**src/rtl/pc_stack_pkg.sv**
```systemverilog
`default_nettype none
// +----------------------------------------------------------------------+
// | Module  : pc_stack_pkg                                               |
// | Purpose : Shared command codes and FSM state type for the chip8      |
// |           program-counter / call-stack unit.                         |
// | Ports   : none (package)                                             |
// | Rev     : 1.0  initial release                                       |
// +----------------------------------------------------------------------+
package pc_stack_pkg;

   // Sequencing command codes issued by the interpreter FSM.
   // Codes 6 and 7 are unassigned and flagged as illegal.
   localparam logic [2:0] CMD_INC    = 3'd0;
   localparam logic [2:0] CMD_SKIP   = 3'd1;
   localparam logic [2:0] CMD_JP     = 3'd2;
   localparam logic [2:0] CMD_CALL   = 3'd3;
   localparam logic [2:0] CMD_RET    = 3'd4;
   localparam logic [2:0] CMD_JP_OFF = 3'd5;

   typedef enum logic [0:0] {
      ST_IDLE = 1'b0,
      ST_RET  = 1'b1
   } state_t;

endpackage
`default_nettype wire

```
**src/rtl/ram.sv**
```systemverilog
`default_nettype none
// +----------------------------------------------------------------------+
// | Module  : ram                                                        |
// | Purpose : Simple dual-port RAM, one write port and one synchronous   |
// |           read port with a single cycle of read latency.             |
// | Ports   : clk   - clock                                              |
// |           we    - write enable                                       |
// |           waddr - write address      wdata - write data              |
// |           raddr - read address       q     - read data (registered)  |
// | Rev     : 1.0  initial release                                       |
// +----------------------------------------------------------------------+
module ram #(
   parameter int DATA_WIDTH = 8,
   parameter int ADDR_WIDTH = 4
) (
   input  logic                  clk,
   input  logic                  we,
   input  logic [ADDR_WIDTH-1:0] waddr,
   input  logic [DATA_WIDTH-1:0] wdata,
   input  logic [ADDR_WIDTH-1:0] raddr,
   output logic [DATA_WIDTH-1:0] q
);

   logic [DATA_WIDTH-1:0] r_mem [0:(1<<ADDR_WIDTH)-1];

   // A write at one edge is visible to a read addressed in the following
   // cycle, which is all the call stack relies on.
   always_ff @(posedge clk) begin
      if (we) begin
         r_mem[waddr] <= wdata;
      end
      q <= r_mem[raddr];
   end

endmodule
`default_nettype wire

```
**src/rtl/pc_stack.sv**
```systemverilog
`default_nettype none
// +----------------------------------------------------------------------+
// | Module  : pc_stack                                                   |
// | Purpose : chip8 program counter and call stack. Executes advance,    |
// |           skip, jump, jump+offset, call and return commands.         |
// | Ports   : clk, rst         - clock, synchronous active-high reset    |
// |           cmd_v/cmd        - command valid / code                    |
// |           cmd_ready        - command can be accepted this cycle      |
// |           target, offset   - jump/call destination, JP_OFF offset    |
// |           pc, sp           - program counter, stack occupancy        |
// |           ret_done         - pulse when a return has loaded pc       |
// |           err_ovf/unf/ill  - sticky overflow/underflow/illegal flags |
// | Rev     : 1.0  initial release                                       |
// +----------------------------------------------------------------------+
module pc_stack
   import pc_stack_pkg::*;
#(
   parameter int ADDR_WIDTH = 12,
   parameter int STACK_AW   = 4,
   parameter int INC_STEP   = 2,
   parameter int RESET_PC   = 512
) (
   input  logic                  clk,
   input  logic                  rst,
   input  logic                  cmd_v,
   input  logic [2:0]            cmd,
   output logic                  cmd_ready,
   input  logic [ADDR_WIDTH-1:0] target,
   input  logic [7:0]            offset,
   output logic [ADDR_WIDTH-1:0] pc,
   output logic [STACK_AW:0]     sp,
   output logic                  ret_done,
   output logic                  err_ovf,
   output logic                  err_unf,
   output logic                  err_ill
);

   // Occupancy value meaning "stack full" (depth = 2**STACK_AW).
   localparam logic [STACK_AW:0] SP_FULL = {1'b1, {STACK_AW{1'b0}}};

   state_t                r_state;
   state_t                w_state_next;
   logic [ADDR_WIDTH-1:0] r_pc;
   logic [STACK_AW:0]     r_sp;
   logic                  r_ret_done;
   logic                  r_err_ovf;
   logic                  r_err_unf;
   logic                  r_err_ill;
   logic                  w_accept;
   logic                  w_full;
   logic                  w_empty;
   logic                  w_push;
   logic [STACK_AW-1:0]   w_raddr;
   logic [ADDR_WIDTH-1:0] w_q;

   assign w_accept = cmd_v && cmd_ready;
   assign w_full   = (r_sp == SP_FULL);
   assign w_empty  = (r_sp == '0);
   assign w_push   = w_accept && (cmd == CMD_CALL) && !w_full;
   // Top of stack; driven every cycle so q is ready one edge after a RET.
   assign w_raddr  = r_sp[STACK_AW-1:0] - STACK_AW'(1);

   // ---------------- FSM ----------------
   always_ff @(posedge clk) begin
      if (rst) begin
         r_state <= ST_IDLE;
      end else begin
         r_state <= w_state_next;
      end
   end

   always_comb begin
      w_state_next = r_state;
      cmd_ready    = 1'b0;
      case (r_state)
         ST_IDLE: begin
            cmd_ready = 1'b1;
            if (cmd_v && (cmd == CMD_RET) && !w_empty) begin
               w_state_next = ST_RET;
            end
         end
         ST_RET: begin
            w_state_next = ST_IDLE;
         end
         default: begin
            w_state_next = ST_IDLE;
         end
      endcase
   end

   // ---------------- PC, SP and sticky flags ----------------
   always_ff @(posedge clk) begin
      if (rst) begin
         r_pc       <= ADDR_WIDTH'(RESET_PC);
         r_sp       <= '0;
         r_ret_done <= 1'b0;
         r_err_ovf  <= 1'b0;
         r_err_unf  <= 1'b0;
         r_err_ill  <= 1'b0;
      end else begin
         r_ret_done <= 1'b0;
         if (r_state == ST_RET) begin
            r_pc       <= w_q;
            r_ret_done <= 1'b1;
         end else if (w_accept) begin
            case (cmd)
               CMD_INC:    r_pc <= r_pc + ADDR_WIDTH'(INC_STEP);
               CMD_SKIP:   r_pc <= r_pc + ADDR_WIDTH'(2 * INC_STEP);
               CMD_JP:     r_pc <= target;
               // Carry out of the top bit is simply dropped.
               CMD_JP_OFF: r_pc <= target + ADDR_WIDTH'(offset);
               CMD_CALL: begin
                  if (w_full) begin
                     r_err_ovf <= 1'b1;
                  end else begin
                     r_sp <= r_sp + 1'b1;
                     r_pc <= target;
                  end
               end
               CMD_RET: begin
                  if (w_empty) begin
                     r_err_unf <= 1'b1;
                  end else begin
                     r_sp <= r_sp - 1'b1;
                  end
               end
               default: r_err_ill <= 1'b1;
            endcase
         end
      end
   end

   // Return-address storage; the pushed value is the current pc.
   ram #(
      .DATA_WIDTH (ADDR_WIDTH),
      .ADDR_WIDTH (STACK_AW)
   ) stack (
      .clk   (clk),
      .we    (w_push),
      .waddr (r_sp[STACK_AW-1:0]),
      .wdata (r_pc),
      .raddr (w_raddr),
      .q     (w_q)
   );

   assign pc       = r_pc;
   assign sp       = r_sp;
   assign ret_done = r_ret_done;
   assign err_ovf  = r_err_ovf;
   assign err_unf  = r_err_unf;
   assign err_ill  = r_err_ill;

endmodule
`default_nettype wire
```
**config.mk**
```make
export PLATFORM = sky130hd
export DESIGN_NAME = pc_stack
export DESIGN_NICKNAME = d
export VERILOG_FILES = /design/src/rtl/pc_stack_pkg.sv /design/src/rtl/ram.sv /design/src/rtl/pc_stack.sv
export SDC_FILE = /design/constraint.sdc
export NUM_CORES = 1
export LEC_CHECK = 0
export CORE_ASPECT_RATIO = 1.4
export CORE_MARGIN = 5
export CORE_UTILIZATION = 35
export DETAILED_ROUTE_END_ITERATION = 16
export PLACE_DENSITY = 0.61
export REMOVE_ABC_BUFFERS = 1
export SLEW_MARGIN = 0
export SYNTH_ARGS = -nofsm -noshare
export SYNTH_HDL_FRONTEND = slang
export SYNTH_SLANG_ARGS = --single-unit
export TNS_END_PERCENT = 20
```
**constraint.sdc**
```tcl
create_clock -name clk -period 5.7 [get_ports clk]
set_clock_uncertainty 0.15 [all_clocks]
set_input_delay 0.855 -clock clk [delete_from_list [all_inputs] [get_ports clk]]
set_output_delay 0.855 -clock clk [all_outputs]
set_load 0.02 [all_outputs]
```
==> results of run 1 <==
-- worst min-delay path by stage --
stage	from	end	slack, ps	cells past startpoint
4_1_cts	stack.q[3]	pc[3]	330	2
3_3_place_gp	stack.q[0]	pc[0]	310	2
3_5_place_dp	stack.q[7]	pc[7]	320	2
5_1_grt	stack.q[0]	pc[0]	370	2
6_report	stack.q[3]	pc[3]	330	2
2_1_floorplan	stack.q[0]	pc[0]	280	2
-- area by class of cell --
cell class                      instances  area share [%]
Tap cell                              370            4.12
Multi-Input combinational cell        321            27.6
Timing Repair Buffer                   57            4.86
Sequential cell                       226            57.5
Clock inverter                         11           0.880
Inverter                                8           0.267
Clock buffer                           24            4.78
-- through the flow --
step                      worst slack (ps)  cells
final                                 2180   1017
after global routing                  2010   1017
after CTS                             2140   1017
after detailed placement              1700    982
after global placement                1770    982
after floorplan                        367    555
-- power groups by stage --
| stage | Clock (mW) | Sequential, mW | Combinational, mW |
|---|---|---|---|
| 6_report | 1.31 | 1.85 | 0.284 |
| 5_1_grt | 1.41 | 1.86 | 0.306 |
| 4_1_cts | 1.34 | 1.85 | 0.287 |
| 3_5_place_dp | 0 | 1.89 | 0.285 |
| 3_3_place_gp | 0 | 1.89 | 0.284 |
| 2_1_floorplan | 0 | 1.90 | 0.149 |
-- layer usage --
metal / global-route usage, % / routed length [um] / vias up
li1: - / - / 2433
met1: 18.3 / 9000 / 2729
met2: 27.8 / 12400 / 180
met3: 2.31 / 1310 / 46
met4: 4.24 / 635 / 0
met5: 0 / 0 / -
-- state kept, by name, indices dropped and copies added, names as in the netlist --
| signal | cells |
|---|---|
| err_ill | 1 |
| err_ovf | 1 |
| err_unf | 1 |
| pc | 12 |
| r_state | 1 |
| ret_done | 1 |
| sp | 5 |
| stack.q | 12 |
| stack.r_mem | 192 |
-- synthesized netlist by cell type (10+ instances only) --
library cell / instances / share of area [%]
nand2_1: 20 / 0.77
buf_2: 13 / 0.67
mux4_2: 60 / 14
o21ai_0: 14 / 0.72
dfxtp_1: 34 / 7.0
edfxtp_1: 192 / 60
clkbuf_1: 16 / 0.62
a21oi_1: 25 / 1.3
nand3_1: 14 / 0.72
nor2_1: 45 / 1.7
a211oi_1: 11 / 0.85
ha_1: 18 / 2.3
xor2_1: 10 / 0.90
xnor2_1: 12 / 1.1
-- worst register-to-register path, delay by kind of cell, from the launching register on --
kind / cells / cell delay, ps
adder cells (fa/ha/maj): 1 / 240
AND/OR/NAND/NOR: 4 / 1770
flip-flops: 1 / 530
buffers and inverters: 1 / 210
-- cell families (layout without fill, tap and decap cells) --
family | Yosys count | in the layout | synth area share [%]
compound gates | 92 | 92 | 6.30
xor+xnor | 22 | 22 | 1.99
fa+ha+maj | 20 | 20 | 2.74
buf+inv | 38 | 100 | 1.68
flops | 226 | 226 | 66.5
mux | 64 | 64 | 14.4
simple gates | 123 | 123 | 6.36
==> flow_metrics.env, run 1 <==
export IMPL_drv_slew=0
export IMPL_grt_pass1_wl_mm=35.2
export IMPL_critPathCaptureType="flip-flop"
export IMPL_cp_max_fo=15
export IMPL_final_util_pct=40.9
export IMPL_synthToLayoutAreaGrowth_pct=15.9
export IMPL_max_stage_delay_ps=910
export IMPL_core_region_area_um2=27500
export IMPL_setup_viol=0
export IMPL_cp_arrival_ps=3470
export IMPL_synth_cell_types=56
export IMPL_port_buffer_count=47
export IMPL_grt_max_degree=49
export IMPL_synth_seq_cells=226
export IMPL_die_x_um=151
export IMPL_cp_slowest_cell="nor2_1"
export IMPL_path_class="input port to flip-flop"
export IMPL_hold_buffers=0
export IMPL_drc=0
export IMPL_pwr_share_seq_pct=53.8
export IMPL_wl_mm=23.4
export IMPL_gr_total_overflow=0
export IMPL_layout_drive_gt1_share_pct=17.5
export IMPL_drv_cap=0
export IMPL_r2r_end="stack.r_mem[15][7]"
export IMPL_cp_top_family="simple AND/OR/NAND/NOR gates"
export IMPL_dpl_cell_area_um2=10600
export IMPL_rsz0062_at_grt="no"
export IMPL_grt_pass1_vias=5573
export IMPL_layout_nets=681
export IMPL_rr_worst_depth=6
export IMPL_outcome="complete, no violations"
export IMPL_post_dp_hpwl_mm=16.5
export IMPL_layout_commonest_cell="edfxtp_1"
export IMPL_ys_flop_type="edfxtp_1"
export IMPL_finalPower_mw=3.45
export IMPL_synth_seq_area_share_pct=66.5
export IMPL_fin_setup_tns_ps=0
export IMPL_slew_headroom_pct=18.1
export IMPL_root_buffer="clkbuf_16"
export IMPL_p_sw_uw=775
export IMPL_tightest_slew_ps=1230
export IMPL_fillCellCount=2404
export IMPL_min_path_type="flip-flop to flip-flop"
export IMPL_antenna_found_initial=0
export IMPL_startpoint="cmd[2]"
export IMPL_register_area_um2=6450
export IMPL_cp_endpoint="stack.r_mem[15][7]"
export IMPL_combPwrFrac_pct=8.2
export IMPL_initial_core_util_pct=35.3
export IMPL_worstSkewPairLatency_ps=490
export IMPL_vias=5388
export IMPL_p_int_mw=2.67
export IMPL_post_cts_buffers=0
export IMPL_cts_tree="done"
export IMPL_ant_nets=0
export IMPL_antenna_cells=0
export IMPL_via_per_inst=5.30
export IMPL_clk_pin_slew_worst_paths_ps=60
export IMPL_ios=48
export IMPL_synth_edff_count=192
export IMPL_critical_path_depth=5
export IMPL_grt_util_all_layers_pct=15.1
export IMPL_ir_drop_v=0.000179
export IMPL_leakage_nw=3.54
export IMPL_drt_first_pass_iters=5
export IMPL_synthCells=585
export IMPL_p_per_area_nw_per_um2=307
export IMPL_dr_first_iter_drc_count=359
export IMPL_num_rows=72
export IMPL_crit_required_ps=5640
export IMPL_dieHeight_um=207
export IMPL_multi_input_area_um2=3100
export IMPL_cts_buffer_depth=3
export IMPL_timing_hold_ws_ps=328
export IMPL_post_synth_cell_area_avg_um2=16.6
export IMPL_ys_warnings_count=0
export IMPL_cts_max_level=1
export IMPL_pwr_share_clk_pct=38.0
export IMPL_syn_cell_area_um2=9690
export IMPL_final_cell_mix="192 x edfxtp_1, 60 x mux4_2, 47 x clkdlybuf4s50_1, 45 x nor2_1, 33 x dfxtp_1"
export IMPL_hold_viol_final=0
export IMPL_cp_cell_sequence="clkdlybuf4s50_1 > nand3b_1 > nor3_1 > nand2_1 > nor2_1"
export IMPL_avgRoutedWirePerCell_um=23.0
export IMPL_final_area_um2=11200
export IMPL_crit_buf_inv=1
export IMPL_synth_async_reset_ratio_pct=0
export IMPL_power_switching_share_pct=22.5
export IMPL_die_area_um2=31200
export IMPL_routabilityCongestion=0.834
export IMPL_fmax_mhz=284
export IMPL_start_kind="input port"
export IMPL_timing_rr_start="sp[0]"
export IMPL_timing_final_crit_share_pct=61.8
export IMPL_period_needed_ps=3520
export IMPL_ctsResizeCount=0
export IMPL_clock_sinks=226
export IMPL_cts_buffers=21
export IMPL_reg2reg_slack_ps=2400
Note: power is estimated with default switching activity, not from simulation.
==> run 2: changes to the inputs <==
- PLACE_DENSITY: 0.61 -> 0.63
- clock period: 5.7 -> 2.8 ns (I/O delays scaled with it)
==> run 2 against run 1 <==
- total power rose by 110%
- combinational power rose by 120%
- register-to-register slack got worse by 2200 ps
- flip-flop and latch count did not move
- sequential power rose by 100%
- via count rose by 5.6%
- design area rose by 6.0%
- critical path type is now flip-flop to flip-flop
==> flow_metrics.env, run 2 (synthesis results as in run 1) <==
export IMPL_worstSkewPairLatency_ps=500
export IMPL_fin_setup_tns_ps=0
export IMPL_start_kind="flip-flop"
export IMPL_grt_max_degree=54
export IMPL_via_per_inst=5.28
export IMPL_grt_pass1_vias=6042
export IMPL_hold_buffers=0
export IMPL_avgRoutedWirePerCell_um=22.1
export IMPL_dr_first_iter_drc_count=400
export IMPL_post_cts_buffers=0
export IMPL_root_buffer="clkbuf_16"
export IMPL_layout_cells_non_filler=1078
export IMPL_slew_headroom_pct=55.5
export IMPL_ir_drop_v=0.000340
export IMPL_cp_slowest_cell="o21ai_0"
export IMPL_outcome="complete, no violations"
export IMPL_rsz0062_at_grt="no"
export IMPL_critPathCaptureType="flip-flop"
export IMPL_ios=48
export IMPL_grt_pass1_wl_mm=35.9
export IMPL_wl_mm=23.8
export IMPL_gr_total_overflow=0
export IMPL_drc=0
export IMPL_layout_commonest_cell="edfxtp_1"
export IMPL_hold_viol_final=0
export IMPL_min_path_type="flip-flop to flip-flop"
export IMPL_pwr_share_seq_pct=52.5
export IMPL_tightest_slew_ps=660
export IMPL_place_inst=1041
export IMPL_cts_buffers=21
export IMPL_drv_cap=0
export IMPL_max_stage_delay_ps=550
export IMPL_drt_first_pass_iters=5
export IMPL_timing_rr_start="sp[1]"
export IMPL_clk_pin_slew_worst_paths_ps=70
export IMPL_p_int_mw=5.58
export IMPL_grt_util_all_layers_pct=15.3
export IMPL_final_area_um2=11900
export IMPL_path_class="flip-flop to flip-flop"
export IMPL_cp_cell_sequence="inv_1 > ha_2 > nor4bb_4 > a21oi_1 > o21ai_0 > a211oi_1 > a221oi_1 > nor2_1"
export IMPL_crit_required_ps=3040
export IMPL_power_switching_share_pct=21.8
export IMPL_top_register="stack.r_mem"
export IMPL_cp_top_family="compound AO/OA/AOI/OAI gates"
export IMPL_crit_buf_inv=1
export IMPL_antenna_cells=0
export IMPL_worstHoldStart="stack.q[0]"
export IMPL_rr_worst_depth=8
export IMPL_cp_arrival_ps=2830
export IMPL_ant_nets=0
export IMPL_p_sw_mw=1.56
export IMPL_layout_drive_gt1_share_pct=24.3
export IMPL_reg2reg_slack_ps=210
export IMPL_cts_max_level=1
export IMPL_worstHoldPathCells=2
export IMPL_drv_slew=0
export IMPL_dieHeight_um=207
export IMPL_period_needed_ps=2590
export IMPL_post_dp_hpwl_mm=15.4
export IMPL_setup_viol=0
export IMPL_cp_max_fo=5
export IMPL_core_region_area_um2=27500
export IMPL_cts_tree="done"
export IMPL_num_rows=72
export IMPL_fmax_mhz=386
export IMPL_vias=5692
export IMPL_port_buffer_count=47
export IMPL_ctsResizeCount=0
export IMPL_initial_core_util_pct=35.3
export IMPL_synthToLayoutAreaGrowth_pct=22.9
export IMPL_largest_reg_flops=192
export IMPL_layout_nets=740
export IMPL_clock_sinks=226
export IMPL_routabilityCongestion=0.890
export IMPL_hold_end="pc[0]"
export IMPL_antenna_found_initial=0
export IMPL_timing_final_crit_share_pct=92.5
export IMPL_leakage_nw=3.90
export IMPL_combPwrFrac_pct=8.9
export IMPL_r2r_end="pc[3]"
export IMPL_die_x_um=151
export IMPL_die_area_um2=31200
export IMPL_final_cell_mix="192 x edfxtp_1, 60 x mux4_2, 52 x buf_4, 47 x clkdlybuf4s50_1, 45 x nor2_1"
export IMPL_pwr_share_clk_pct=38.6
export IMPL_p_per_area_nw_per_um2=599
export IMPL_cts_buffer_depth=3
export IMPL_dpl_cell_area_um2=11200
==> run 2: cell count changes in the layout (fill, tap and decap cells not counted), sizes merged <==
cell	before	now
buf	10	69
bufinv	1	2
clkbuf	24	26
clkinv	9	10
clkinvlp	1	0
inv	8	7
==> run 2: worst max path at each step <==
stage | slack [ps] | from | depth (start not counted) | to
global placement | -130 | target[0] | 9 | pc[6]
global route | 60 | sp[1] | 8 | pc[2]
finish | 210 | sp[1] | 8 | pc[3]
detailed placement | -190 | cmd[2] | 9 | sp[4]
CTS | 210 | sp[0] | 2 | sp[0]
floorplan | -2530 | sp[0] | 4 | stack.q[0]
==> run 2: power groups by stage <==
stage	clock (mW)	sequential (mW)	combinational (mW)
2_1_floorplan	0	3.86	0.304
6_report	2.76	3.74	0.632
4_1_cts	2.83	3.75	0.636
5_1_grt	2.97	3.75	0.683
3_3_place_gp	0	3.82	0.620
3_5_place_dp	0	3.82	0.631
==> run 2: metrics by stage <==
step | utilization (%) | power, mW | setup WS, ps | hold slack, ps
after floorplan | - | 4.17 | -2530 | 277
after global placement | 40.9 | 4.44 | -127 | 305
after detailed placement | 40.9 | 4.45 | -193 | 314
after CTS | 43.3 | 7.21 | 208 | 322
after global routing | 43.3 | 7.40 | 63.8 | 350
final | 43.3 | 7.13 | 210 | 316
==> run 2: area by class of cell <==
cell class / instances / area, um^2
clock buffer: 26 / 544
clock inverter: 11 / 110
fill: 2401 / 15600
inverter: 8 / 30.0
multi-input combinational: 321 / 3100
sequential: 226 / 6450
tap: 370 / 463
timing repair buffer: 116 / 1200
==> run 2: worst min-delay path: cells and delay by family (launching register included) <==
| kind | cells | cell delay, ps |
|---|---|---|
| compound gates | 1 | 70 |
| buf+inv | 1 | 40 |
| flops | 1 | 300 |
==> run 2: layer usage <==
metal	track usage, %	share of wire, %	wire (um)
met1	18.4	37	8860
met2	28.3	54	12900
met3	1.99	5.8	1390
met4	4.80	2.8	655
met5	0	0	0
==> run 3: changes to the inputs <==
- clock period: 2.8 -> 2.2 ns (I/O delays scaled with it)
==> run 3 against run 2 <==
- via count is 4.1% higher
- clock power grew 38%
- sequential power up 27%
==> flow_metrics.env, run 3 (synthesis results as in run 1) <==
export IMPL_drv_cap=0
export IMPL_core_region_area_um2=27500
export IMPL_crit_required_ps=1720
export IMPL_grt_max_degree=25
export IMPL_grt_util_all_layers_pct=15.4
export IMPL_crit_buf_inv=1
export IMPL_ant_nets=0
export IMPL_cp_arrival_ps=1660
export IMPL_p_per_area_nw_per_um2=761
export IMPL_fmax_mhz=466
export IMPL_final_cell_mix="192 x edfxtp_1, 99 x buf_4, 60 x mux4_2, 44 x nor2_1, 31 x clkdlybuf4s50_1"
export IMPL_cts_buffer_depth=3
export IMPL_synthToLayoutAreaGrowth_pct=28.6
export IMPL_drv_slew=0
export IMPL_min_path_type="input port to flip-flop"
export IMPL_layout_drive_gt1_share_pct=32.7
export IMPL_max_stage_delay_ps=670
export IMPL_layout_cells_non_filler=1131
export IMPL_layout_nets=792
export IMPL_dpl_cell_area_um2=11600
export IMPL_via_per_inst=5.24
export IMPL_path_class="flip-flop to primary output"
export IMPL_clock_sinks=226
export IMPL_initial_core_util_pct=35.3
export IMPL_outcome="complete, no violations"
export IMPL_ir_drop_v=0.000542
export IMPL_cp_max_fo=3
export IMPL_final_util_pct=45.3
export IMPL_antenna_cells=0
export IMPL_cp_top_family="buffers and inverters"
export IMPL_gr_total_overflow=0
export IMPL_fin_setup_tns_ps=0
export IMPL_cts_max_level=1
export IMPL_period_needed_ps=2140
export IMPL_grt_pass1_wl_mm=36.9
export IMPL_root_buffer="clkbuf_16"
export IMPL_cp_slowest_cell="clkdlybuf4s50_1"
export IMPL_wl_mm=23.7
export IMPL_largest_reg_flops=192
export IMPL_hold_viol_final=0
export IMPL_preCtsSetupSlack_ps=-718
export IMPL_routabilityCongestion=0.920
export IMPL_dr_first_iter_drc_count=330
export IMPL_drt_first_pass_iters=4
export IMPL_antenna_found_initial=0
export IMPL_die_area_um2=31200
export IMPL_timing_final_crit_share_pct=97.5
export IMPL_avgRoutedWirePerCell_um=20.9
export IMPL_drc=0
export IMPL_top_register="stack.r_mem"
export IMPL_num_rows=72
export IMPL_place_inst=1092
export IMPL_hold_buffers=0
export IMPL_cp_cell_sequence="clkdlybuf4s50_1"
export IMPL_tightest_slew_ps=472
export IMPL_dieHeight_um=207
export IMPL_leakage_nw=4.27
export IMPL_cts_tree="done"
export IMPL_final_area_um2=12500
export IMPL_cts_buffers=21
export IMPL_worstSkewPairLatency_ps=500
export IMPL_port_buffer_count=47
export IMPL_vias=5924
export IMPL_post_dp_hpwl_mm=16.4
export IMPL_die_x_um=151
export IMPL_grt_pass1_vias=6372
export IMPL_clk_pin_slew_worst_paths_ps=70
export IMPL_critPathCaptureType="primary output"
export IMPL_start_kind="flip-flop"
export IMPL_slew_headroom_pct=68.4
export IMPL_ios=48
export IMPL_layout_commonest_cell="edfxtp_1"
export IMPL_worst_slack_ps=55.9
export IMPL_setup_viol=0
[run 3: changes by cell type in the layout (fill, tap and decap cells not counted), sizes merged, moves of 2 or more]
cell	before	now
bufinv	2	4
inv	7	10
clkdlybuf4s50	47	31
dlygate4sd2	0	13
clkinv	10	6
dlymetal6s2s	0	3
buf	69	121
[run 3: path summary, 6_finish.rpt]
kind,start,end,slack (ps),cells after the start
max,pc[10],pc[10],60,1
min,cmd[1],r_state,70,3
max reg2reg,sp[0],stack.q[3],70,4
min reg2reg,stack.q[7],pc[7],330,2
[run 3: through the flow]
step | total power, mW | hold slack (ps)
after floorplan | 5.30 | 247
final | 9.48 | 74.0
after detailed placement | 5.74 | 324
after global placement | 5.72 | 305
after CTS | 9.54 | 325
after global routing | 9.82 | 101
[run 3: metal layers]
layer,share of wire (%),GRT usage (%),up-vias
met5,0,0,-
met4,3.3,5.44,0
met1,39,18.7,3029
met2,53,28.0,172
met3,4.3,2.18,58
li1,-,-,2665
[run 3: report_power, final]
part | total (mW) | internal, mW | switching, mW | leakage [nW]
logic | 0.914 | 0.455 | 0.459 | 1.88
clock network | 3.81 | 2.25 | 1.56 | 0.353
registers | 4.76 | 4.71 | 0.0436 | 2.04
[run 3: cell type report]
type / instances / area [um^2]
well taps: 370 / 463
clock inverters: 13 / 180
fillers: 2347 / 15000
multi-input cells: 321 / 3190
flip-flops and latches: 226 / 6450
inverters: 8 / 30.0
repair buffers: 168 / 1600
clock buffers: 25 / 541
[run 3: what timing repair did]
action	4_1_cts	5_1_grt
buffers inserted	1	0
pin swaps	3	10
endpoints found under the setup margin	40	72
resized for setup	31	23
endpoints found under the hold margin	0	0
